**src/rtl/pixel_write_master.sv**
```systemverilog
// Pixel write master. Takes pixels from the core over the data_ready/data_sent
// handshake, queues them in a small FIFO, and drains them to the SDRAM frame
// buffer as single-beat Avalon-MM writes. Each pixel goes to one of two frame bases.
module pixel_write_master #(
    parameter int          FIFO_DEPTH = 8,
    parameter logic [31:0] FB0_BASE   = 32'h0000_0000,
    parameter logic [31:0] FB1_BASE   = 32'h0010_0000,
    parameter int          MAX_PIXELS = 307200
) (
    input  logic        clk,
    input  logic        rst,
    input  logic        data_ready,
    input  logic [18:0] address,
    input  logic [15:0] color,
    input  logic        frame_target,
    output logic        data_sent,
    output logic [31:0] avm_address,
    output logic        avm_write,
    output logic [15:0] avm_writedata,
    output logic [1:0]  avm_byteenable,
    input  logic        avm_waitrequest,
    output logic        idle,
    output logic        range_err
);

    localparam int             PW      = $clog2(FIFO_DEPTH);
    localparam int             CW      = PW + 1;
    localparam logic [CW-1:0]  DEPTH_C = CW'(FIFO_DEPTH);
    localparam logic [18:0]    MAX_C   = 19'(MAX_PIXELS);

    typedef enum logic {ST_IDLE, ST_WRITE} state_t;

    // FIFO entry layout: {frame_target, address, color}
    logic [35:0]   fifo_mem [FIFO_DEPTH];
    logic [PW-1:0] wr_ptr_reg;
    logic [PW-1:0] rd_ptr_reg;
    logic [CW-1:0] count_reg;

    state_t        state_reg;
    logic          data_sent_reg;
    logic          range_err_reg;
    logic [31:0]   avm_address_reg;
    logic          avm_write_reg;
    logic [15:0]   avm_writedata_reg;
    logic [1:0]    avm_byteenable_reg;

    logic          req_valid;
    logic          in_range;
    logic          pop_en;
    logic          push_en;
    logic          drop_en;
    logic [35:0]   head_entry;
    logic [31:0]   head_address;

    // Handshake decode. A pending data_sent pulse masks the request so the same
    // pixel is never captured twice. A pop frees a slot for a same-edge push.
    // Out-of-range pixels are acknowledged even when the FIFO is full.
    always_comb begin
        req_valid    = data_ready && !data_sent_reg;
        in_range     = (address < MAX_C);
        pop_en       = (count_reg != '0) && ((state_reg == ST_IDLE) || !avm_waitrequest);
        push_en      = req_valid && in_range && ((count_reg != DEPTH_C) || pop_en);
        drop_en      = req_valid && !in_range;
        head_entry   = fifo_mem[rd_ptr_reg];
        head_address = (head_entry[35] ? FB1_BASE : FB0_BASE)
                     + {12'b0, head_entry[34:16], 1'b0};
    end

    // FIFO storage. It has no reset so it can map onto RAM.
    always_ff @(posedge clk) begin
        if (push_en) begin
            fifo_mem[wr_ptr_reg] <= {frame_target, address, color};
        end
    end

    // FIFO pointers and occupancy. The pointers wrap naturally because the depth is a power of two.
    always_ff @(posedge clk) begin
        if (rst) begin
            wr_ptr_reg <= '0;
            rd_ptr_reg <= '0;
            count_reg  <= '0;
        end else begin
            if (push_en) wr_ptr_reg <= wr_ptr_reg + 1'b1;
            if (pop_en)  rd_ptr_reg <= rd_ptr_reg + 1'b1;
            case ({push_en, pop_en})
                2'b10:   count_reg <= count_reg + 1'b1;
                2'b01:   count_reg <= count_reg - 1'b1;
                default: count_reg <= count_reg;
            endcase
        end
    end

    // Acknowledge pulse and the sticky range error flag.
    always_ff @(posedge clk) begin
        if (rst) begin
            data_sent_reg <= 1'b0;
            range_err_reg <= 1'b0;
        end else begin
            data_sent_reg <= push_en || drop_en;
            range_err_reg <= range_err_reg || drop_en;
        end
    end

    // Write FSM. The bus outputs are loaded on each pop and held during stalls.
    // A completing write chains directly into the next one when the FIFO has data.
    always_ff @(posedge clk) begin
        if (rst) begin
            state_reg          <= ST_IDLE;
            avm_write_reg      <= 1'b0;
            avm_address_reg    <= '0;
            avm_writedata_reg  <= '0;
            avm_byteenable_reg <= '0;
        end else begin
            case (state_reg)
                ST_IDLE: begin
                    if (pop_en) begin
                        avm_address_reg    <= head_address;
                        avm_writedata_reg  <= head_entry[15:0];
                        avm_byteenable_reg <= 2'b11;
                        avm_write_reg      <= 1'b1;
                        state_reg          <= ST_WRITE;
                    end
                end
                ST_WRITE: begin
                    if (!avm_waitrequest) begin
                        if (pop_en) begin
                            avm_address_reg    <= head_address;
                            avm_writedata_reg  <= head_entry[15:0];
                            avm_byteenable_reg <= 2'b11;
                            avm_write_reg      <= 1'b1;
                        end else begin
                            avm_write_reg      <= 1'b0;
                            avm_byteenable_reg <= 2'b00;
                            state_reg          <= ST_IDLE;
                        end
                    end
                end
                default: state_reg <= ST_IDLE;
            endcase
        end
    end

    assign data_sent      = data_sent_reg;
    assign range_err      = range_err_reg;
    assign avm_address    = avm_address_reg;
    assign avm_write      = avm_write_reg;
    assign avm_writedata  = avm_writedata_reg;
    assign avm_byteenable = avm_byteenable_reg;
    assign idle           = (count_reg == '0) && (state_reg == ST_IDLE) && !data_ready;

endmodule
```
**config.mk**
```make
export PLATFORM = sky130hd
export DESIGN_NAME = pixel_write_master
export DESIGN_NICKNAME = d
export VERILOG_FILES = /design/src/rtl/pixel_write_master.sv
export SDC_FILE = /design/constraint.sdc
export NUM_CORES = 1
export LEC_CHECK = 0
export ABC_CLOCK_PERIOD_IN_PS = 13300
export BUFFER_PORTS_ARGS = -buffer_cell sky130_fd_sc_hd__buf_2
export CORE_UTILIZATION = 64
export DETAILED_ROUTE_END_ITERATION = 7
export GPL_ROUTABILITY_DRIVEN = 1
export PLACE_DENSITY_LB_ADDON = 0.1
export REMOVE_ABC_BUFFERS = 1
export SLEW_MARGIN = 10
export SYNTH_ARGS = -nofsm -noshare
export SYNTH_HDL_FRONTEND = slang
export SYNTH_SLANG_ARGS = --single-unit
```
**constraint.sdc**
```tcl
create_clock -name clk -period 13.3 [get_ports clk]
set_clock_uncertainty 0.05 [all_clocks]
set_input_delay 1.995 -clock clk [delete_from_list [all_inputs] [get_ports clk]]
set_output_delay 1.995 -clock clk [all_outputs]
set_load 0.05 [all_outputs]
```
# Word level (Yosys, flattened, before mapping)
# Memory sizes are Yosys's and may differ from the RTL's. A register that Yosys moved wholly into a read port is not among the register bits.
# Cells that the tools add are included.
# word_totals
register_bits,64
ram_bits,288
in_bits,40
output_inout_bits,54
wordCells,64
memories,1
# classes
add_sub_neg,5
magnitude_cmp,1
eq_ne,5
muxes,22
bitwise_logic,1
n_reduce_logical,19
# mem_list
memory,words,width,read_ports,rd_ports_with_merged_regs,write_ports,line_no,source
fifo_mem,8,36,1,1,1,34,logic [35:0] fifo_mem [FIFO_DEPTH];
# op_table
cell,n
two-way mux 32 bit,2
case mux 32 bit (2 select lines),1
two-way mux 16 bit,2
case mux 16 bit (2 select lines),1
adder 21 x 20 -> 22 bit,1
two-way mux 21 bit,1
< comparator 19 bit (second input constant),1
case mux 4 bit (2 select lines),1
logical AND 1 bit,7
adder 3 x 1 -> 3 bit (second input constant),2
two-way mux 1 bit,6
two-way mux 2 bit,3
two-way mux 3 bit,2
adder 4 x 1 -> 4 bit (second input constant),1
zero test 1 bit,4
zero test 4 bit,1
logical OR 1 bit,4
inequality test 2 bit (second input constant),2
inequality test 4 bit (second input constant),1
case mux 1 bit (2 select lines),2
case mux 2 bit (2 select lines),1
nonzero test 4 bit,1
subtractor 4 x 1 -> 4 bit (second input constant),1
equality test 2 x 1 -> 1 bit (second input constant),1
other kinds (4),4

# Logic depth before layout (Yosys ltp)
# Gate-level depths: netlist of run 1.
# depth
ltp_word,7
mapped_depth,11
depth_no_buf,10

# Worst setup path before layout of run 1
# Ideal clock, no wire load.
# synth_path
path_type,input to register
from,in address[17]
to,"mem fifo_mem[2][0], enable pin"
setup_time_ns,0.532
arrival_ns,6.410
slack_ns,6.308
stages,4
cell_sequence,o21ai_0 o211a_4 nand2_1 nor4b_1
# synth_via
elab_chain_len,5
# synth_rtl
item,line_no,source
start: declaration,13,"input logic [18:0] address,"
< comparator 19 bit,60,in_range = (address < MAX_C);
logical AND 1 bit (2 in a row),62,push_en = req_valid && in_range && ((count_reg != DEPTH_C) || pop_en);
two-way mux 1 bit,71,if (push_en) begin
two-way mux 1 bit (implied by the code),72,"fifo_mem[wr_ptr_reg] <= {frame_target, address, color};"
end: declaration,34,
# Every way passes these cells.

# Final worst setup path of run 1
# layout_path
from,in data_ready
to,out idle
# layout_via
elab_chain_len,2
# layout_rtl
item,line_no,source
start: declaration,12,"input logic data_ready,"
zero test 1 bit,149,assign idle = (count_reg == '0) && (state_reg == ST_IDLE) && !data_ready;
logical AND 1 bit,149,
end: declaration,22,"output logic idle,"
# Every way passes these cells.

==> results of run 1 <==
tightest hold or removal path, cell delays in order (launching register included):
cell and delay (ps):
dfxtp_1 300, inv_1 40, a21oi_1 50
path summary, 6_finish.rpt:
check,start,endpoint,slack (ps),depth (start not counted)
worst max-delay path,data_ready,idle,8670,3
worst min-delay path,range_err$_SDFF_PP0_,range_err$_SDFF_PP0_,400,2
worst max register to register,count_reg[1]$_SDFFE_PP0P_,count_reg[3]$_SDFFE_PP0P_,10180,10
worst min register to register,range_err$_SDFF_PP0_,range_err$_SDFF_PP0_,400,2
layout make-up:
class,instances,area [um2],area share
Inverter,4,15.01,0.001013
Timing Repair Buffer,96,518.0,0.03493
Tap cell,265,331.6,0.02236
Clock inverter,9,41.29,0.002785
Sequential cell,341,9718,0.6554
Antenna cell,1,2.502,0.0001688
Multi-Input combinational cell,264,3162,0.2132
Clock buffer,54,1040,0.07012
cell usage in the layout (no fill, tap or decap), drive strengths merged, types with 2 or more instances in the layout:
cell and count:
nor2b 2, a21o 3, clkinv 8, nor4b 2, ha 4, clkbuf 54
conb 12, nand3 3, nand2 12, inv 4, xnor2 4, nor4 2
nor3b 3, dfxtp 53, a211oi 37, mux4 72, edfxtp 288, buf 96
nor3 5, mux2i 38, nor2 45, o21ai 3, xor2 2, a21oi 8
routing by layer:
layer,global-route usage,vias up,wire (um)
li1,-,2779,-
met1,0.3093,3272,9819
met2,0.4111,155,12440
met3,0.03396,36,989
met4,0.07316,0,487
met5,0,-,0
power breakdown:
part / internal [uW] / switching, uW
Clock: 537 / 373
Sequential: 1250 / 74.4
Combinational: 298 / 541
metrics by stage:
stage | power (uW) | cells | worst slack [ps] | hold WS [ps]
CTS | 3098 | 1033 | 8671 | 402.2
global route | 3192 | 1033 | 8669 | 438.2
floorplan | 2018 | 609 | 6308 | 396.7
global placement | 2166 | 970 | 8715 | 382.5
finish | 3070 | 1034 | 8673 | 398.0
detailed placement | 2190 | 970 | 8594 | 392.0
kinds of logic (layout without fill, tap and decap cells):
family,count (synthesis),after routing,share of synthesized area
other,1,13,0.0002860
buffers and inverters,53,163,0.02548
flip-flops,341,341,0.7406
XOR/XNOR,6,6,0.004008
AO/OA/AOI/OAI,52,52,0.04171
adder cells (fa/ha/maj),5,5,0.005345
multiplexers,110,110,0.1537
AND/OR/NAND/NOR,79,79,0.02892
==> flow_summary.ini, run 1 <==
[die]
ios = 94
initial_utilization = 0.6627
die_y_um = 145.1
rows = 51
placeableCoreArea_mm2 = 0.01978
dieArea_mm2 = 0.02106
die_w_um = 145.1

[clock_tree]
clock-sinks = 341
clk_pin_slew_ps = 60
cts_buffer_depth = 3
clock_latency_ps = 510
cts_hold_buffers = 0
ctsHtreeMaxLevel = 2
post_cts_resized = 0
cts_setup_buffers = 0
cts_made_buffers = 35
root_buffer = clkbuf_16
cts_tree = done

[critical_path]
crit_family = buffers and inverters
crit_chain = buf_2, nor3_1, buf_2
critPathSlowestCell = buf_2
cp.arrival_ps = 2580
crit_type = primary input to primary output
cp_slowest_stage_delay_ps = 300
critical_path_peak_fanout = 2
worst_setup_path_end_kind = primary output
cp-start-kind = primary input
crit_required_ps = 11260
path_common_cell = buf_2
path_buf_inv = 2

[grt]
grt_max_degree = 73
grt_pass1_wl_um = 37150
first_global_vias = 6584
grt_antenna_before_repair = 1
track_usage = 0.2356
grt-ovfl-total = 0

[pwr]
vdd_drop_max_mv = 0.2281
power.density_mw_per_mm2 = 207.0
leakagePower_uw = 0.004873

[sta]
rsz0062_at_grt = false
period_needed_ps = 4627
slew-limit-headroom = 0.2683
fin_tns_setup_ps = 0
tightestPinTransition_ps = 1098
hold_viol = 0
final-setup-viol-count = 0
slew_viol_final = 0
fmax_mhz = 216.1
fin_crit_sh = 0.3479

[cells_and_area]
fin_util = 0.7496
largest_reg_flops = 288
areaGrowthSynthToFinish_pct = 13.10
final_cell_area_mm2 = 0.01483
nets = 787
nFillCells = 1132
drive_gt1_frac = 0.3451

[yosys]
synth_top_flop_cell = edfxtp_1
postSynthAreaPerCell_um2 = 20.26
synth_common_cells = edfxtp_1 (288), mux4_2 (72), dfxtp_1 (53)
yosys_warnings = 0
synthTopCellsByArea = edfxtp_1 (66%), mux4_2 (12%), dfxtp_1 (8.1%)
synth_edf_count = 288
synth_top_area_cell = edfxtp_1
ys_async_sr_fraction = 0
synthCells = 647
synth_area_mm2 = 0.01311
ys_seq_area_frac = 0.7406
synth_cell_types = 39
synth_top_cell_area_share = 0.6597
ys_ff_latch = 341
synth_most_common_cell = edfxtp_1

[routing]
ant_nets = 0
wl_per_cell_um = 22.96
vias = 6242
avgViaCountPerCell = 6.037
finalWirelength_um = 23740
first_pass_iters = 5
drt_iter0_markers = 418
drc = 0

[job]
cap_violations = 0

[min_path]
min_path_type = register to register

[run_status]
status = completed

[place]
post_dp_cell_area_mm2 = 0.01374
hpwl_um = 13100
place.gp.congestion = 0.7238
io_buffers = 81
(Power assumes the default switching activity.)
==> run 2, diff against run 1 <==
- ABC_CLOCK_PERIOD_IN_PS: 13300 -> 3800
- CORE_UTILIZATION: 64 -> 54
- clock period: 13.3 -> 3.8 ns (I/O delays scaled with it)
==> run 2 against run 1 <==
Die area grew 18%. Final cell count grew 5.5%. Via count shrank 0.32%. Sequential power grew to 3.5 times the previous value. Clock power grew to 3.8 times the previous value. Core utilization shrank 11 points. Clock-buffer cell count shrank 11. First-iteration DRC count shrank 30%. Cell area grew 1.4%. Critical path type is now primary input to register. Largest power group unchanged.
==> flow_summary.ini, run 2 (same netlist as run 1, synthesis figures left out) <==
[run_status]
status = completed

[clock_tree]
cts_setup_buffers = 0
post_cts_resized = 0
cts_hold_buffers = 0
cts_tree = done
root_buffer = clkbuf_16
clock-sinks = 341
cts_buffer_depth = 3
cts_made_buffers = 36
ctsHtreeMaxLevel = 2
clk_pin_slew_ps = 60
clock_latency_ps = 510

[place]
post_dp_cell_area_mm2 = 0.01384
post-place-ws_ps = 786.1
io_buffers = 81
hpwl_um = 13320
place.gp.congestion = 0.7250

[pwr]
switchingPower_uw = 3531
p_clk_frac = 0.315
vdd_drop_max_mv = 0.6024
p_int_uw = 7499
power.density_mw_per_mm2 = 734.0
combPwrFrac = 0.264
leakagePower_uw = 0.004930
p_seq_frac = 0.421
switching_share = 0.3202

[routing]
ant_nets = 0
avgViaCountPerCell = 5.703
wl_per_cell_um = 21.49
drc = 0
drt_iter0_markers = 292
finalWirelength_um = 23450
vias = 6222
first_pass_iters = 4

[sta]
fin_tns_setup_ps = 0
fin_crit_sh = 0.6672
hold_viol = 0
fmax_mhz = 394.4
tightestPinTransition_ps = 1093
slew-limit-headroom = 0.2712
period_needed_ps = 2535
setup_ws_ps = 1265
slew_viol_final = 0
rsz0062_at_grt = false
final-setup-viol-count = 0

[critical_path]
r2r_cells = 10
crit_required_ps = 4190
worst_setup_path_end_kind = register
crit_cells = 11
cp.arrival_ps = 2930
critical_path_peak_fanout = 9
path_buf_inv = 2
crit_type = primary input to register
crit_family = compound AO/OA/AOI/OAI gates
crit_chain = buf_2, o21ai_0, o211a_4, nand2b_1, inv_1, ha_1, a21o_1, a21o_1, or3_1, a21o_1, a21oi_2
cp_slowest_stage_delay_ps = 350
critPathSlowestCell = o21ai_0
cp-start-kind = primary input
path_common_cell = a21o_1

[min_path]
holdPathStages = 1
min_path_type = primary input to register

[cells_and_area]
n_antenna_cell = 0
regArea_mm2 = 0.009718
fin_util = 0.6364
multi_input_area_mm2 = 0.003162
largest_reg_flops = 288
layout_commonest_cell = edfxtp_1
areaGrowthSynthToFinish_pct = 14.63
nFillCells = 1652
drive_gt1_frac = 0.3575
final_cell_mix = edfxtp_1 (288), buf_2 (81), mux4_2 (72)
nets = 789
final_cell_area_mm2 = 0.01503

[grt]
grt_antenna_before_repair = 1
first_global_vias = 6438
grt_max_degree = 78
track_usage = 0.1992
grt_pass1_wl_um = 36480
grt-ovfl-total = 0

[die]
die_y_um = 157.8
placeableCoreArea_mm2 = 0.02361
initial_utilization = 0.5552
die_w_um = 157.8
ios = 94
dieArea_mm2 = 0.02491
rows = 56

[job]
cap_violations = 0
-- run 2: cell types whose count changed in the layout (fill, tap and decap cells not counted), sizes merged --
| cell | previous run | this run |
|---|---|---|
| clkbuf | 54 | 43 |
| bufinv | 0 | 4 |
| inv | 4 | 8 |
| clkinv | 8 | 11 |
| clkinvlp | 1 | 4 |
| buf | 96 | 97 |
| diode | 1 | 0 |
-- run 2: path summary, 6_finish.rpt --
path | endpoint | startpoint | slack (ps)
min reg2reg | range_err$_SDFF_PP0_ | range_err$_SDFF_PP0_ | 410
min | fifo_mem[1][23]$_DFFE_PP_ | address[7] | 280
max reg2reg | count_reg[3]$_SDFFE_PP0P_ | count_reg[3]$_SDFFE_PP0P_ | 1310
max | count_reg[3]$_SDFFE_PP0P_ | address[17] | 1260
-- run 2: stage by stage --
step | total power (uW) | hold WS, ps | instances
finish | 11030 | 282.8 | 1091
global route | 11510 | 261.2 | 1091
CTS | 11160 | 258.7 | 1091
detailed placement | 7683 | 394.4 | 1025
global placement | 7617 | 384.0 | 1025
floorplan | 7064 | 396.7 | 609
-- run 2: power by group through the flow --
stage / Sequential (uW) / Combinational (uW) / Clock (uW)
floorplan: 5560 / 1510 / 0
detailed placement: 4740 / 2950 / 0
global route: 4700 / 3120 / 3690
finish: 4650 / 2910 / 3470
global placement: 4720 / 2900 / 0
CTS: 4660 / 2960 / 3540
-- run 2: layout make-up --
cell class                      instances  share of cell area
Clock buffer                           43             0.06311
Clock inverter                         23             0.01565
Multi-Input combinational cell        264              0.2104
Timing Repair Buffer                   97             0.03663
Tap cell                              319             0.02656
Sequential cell                       341              0.6467
Inverter                                4           0.0009991
-- run 2: routing by layer --
metal  wire [um]  up-vias  global-route usage
met3        1139       41             0.03887
met5          11        -                   0
li1            -     2778                   -
met4         415        2             0.05455
met1       10020     3242              0.2645
met2       11860      159              0.3375
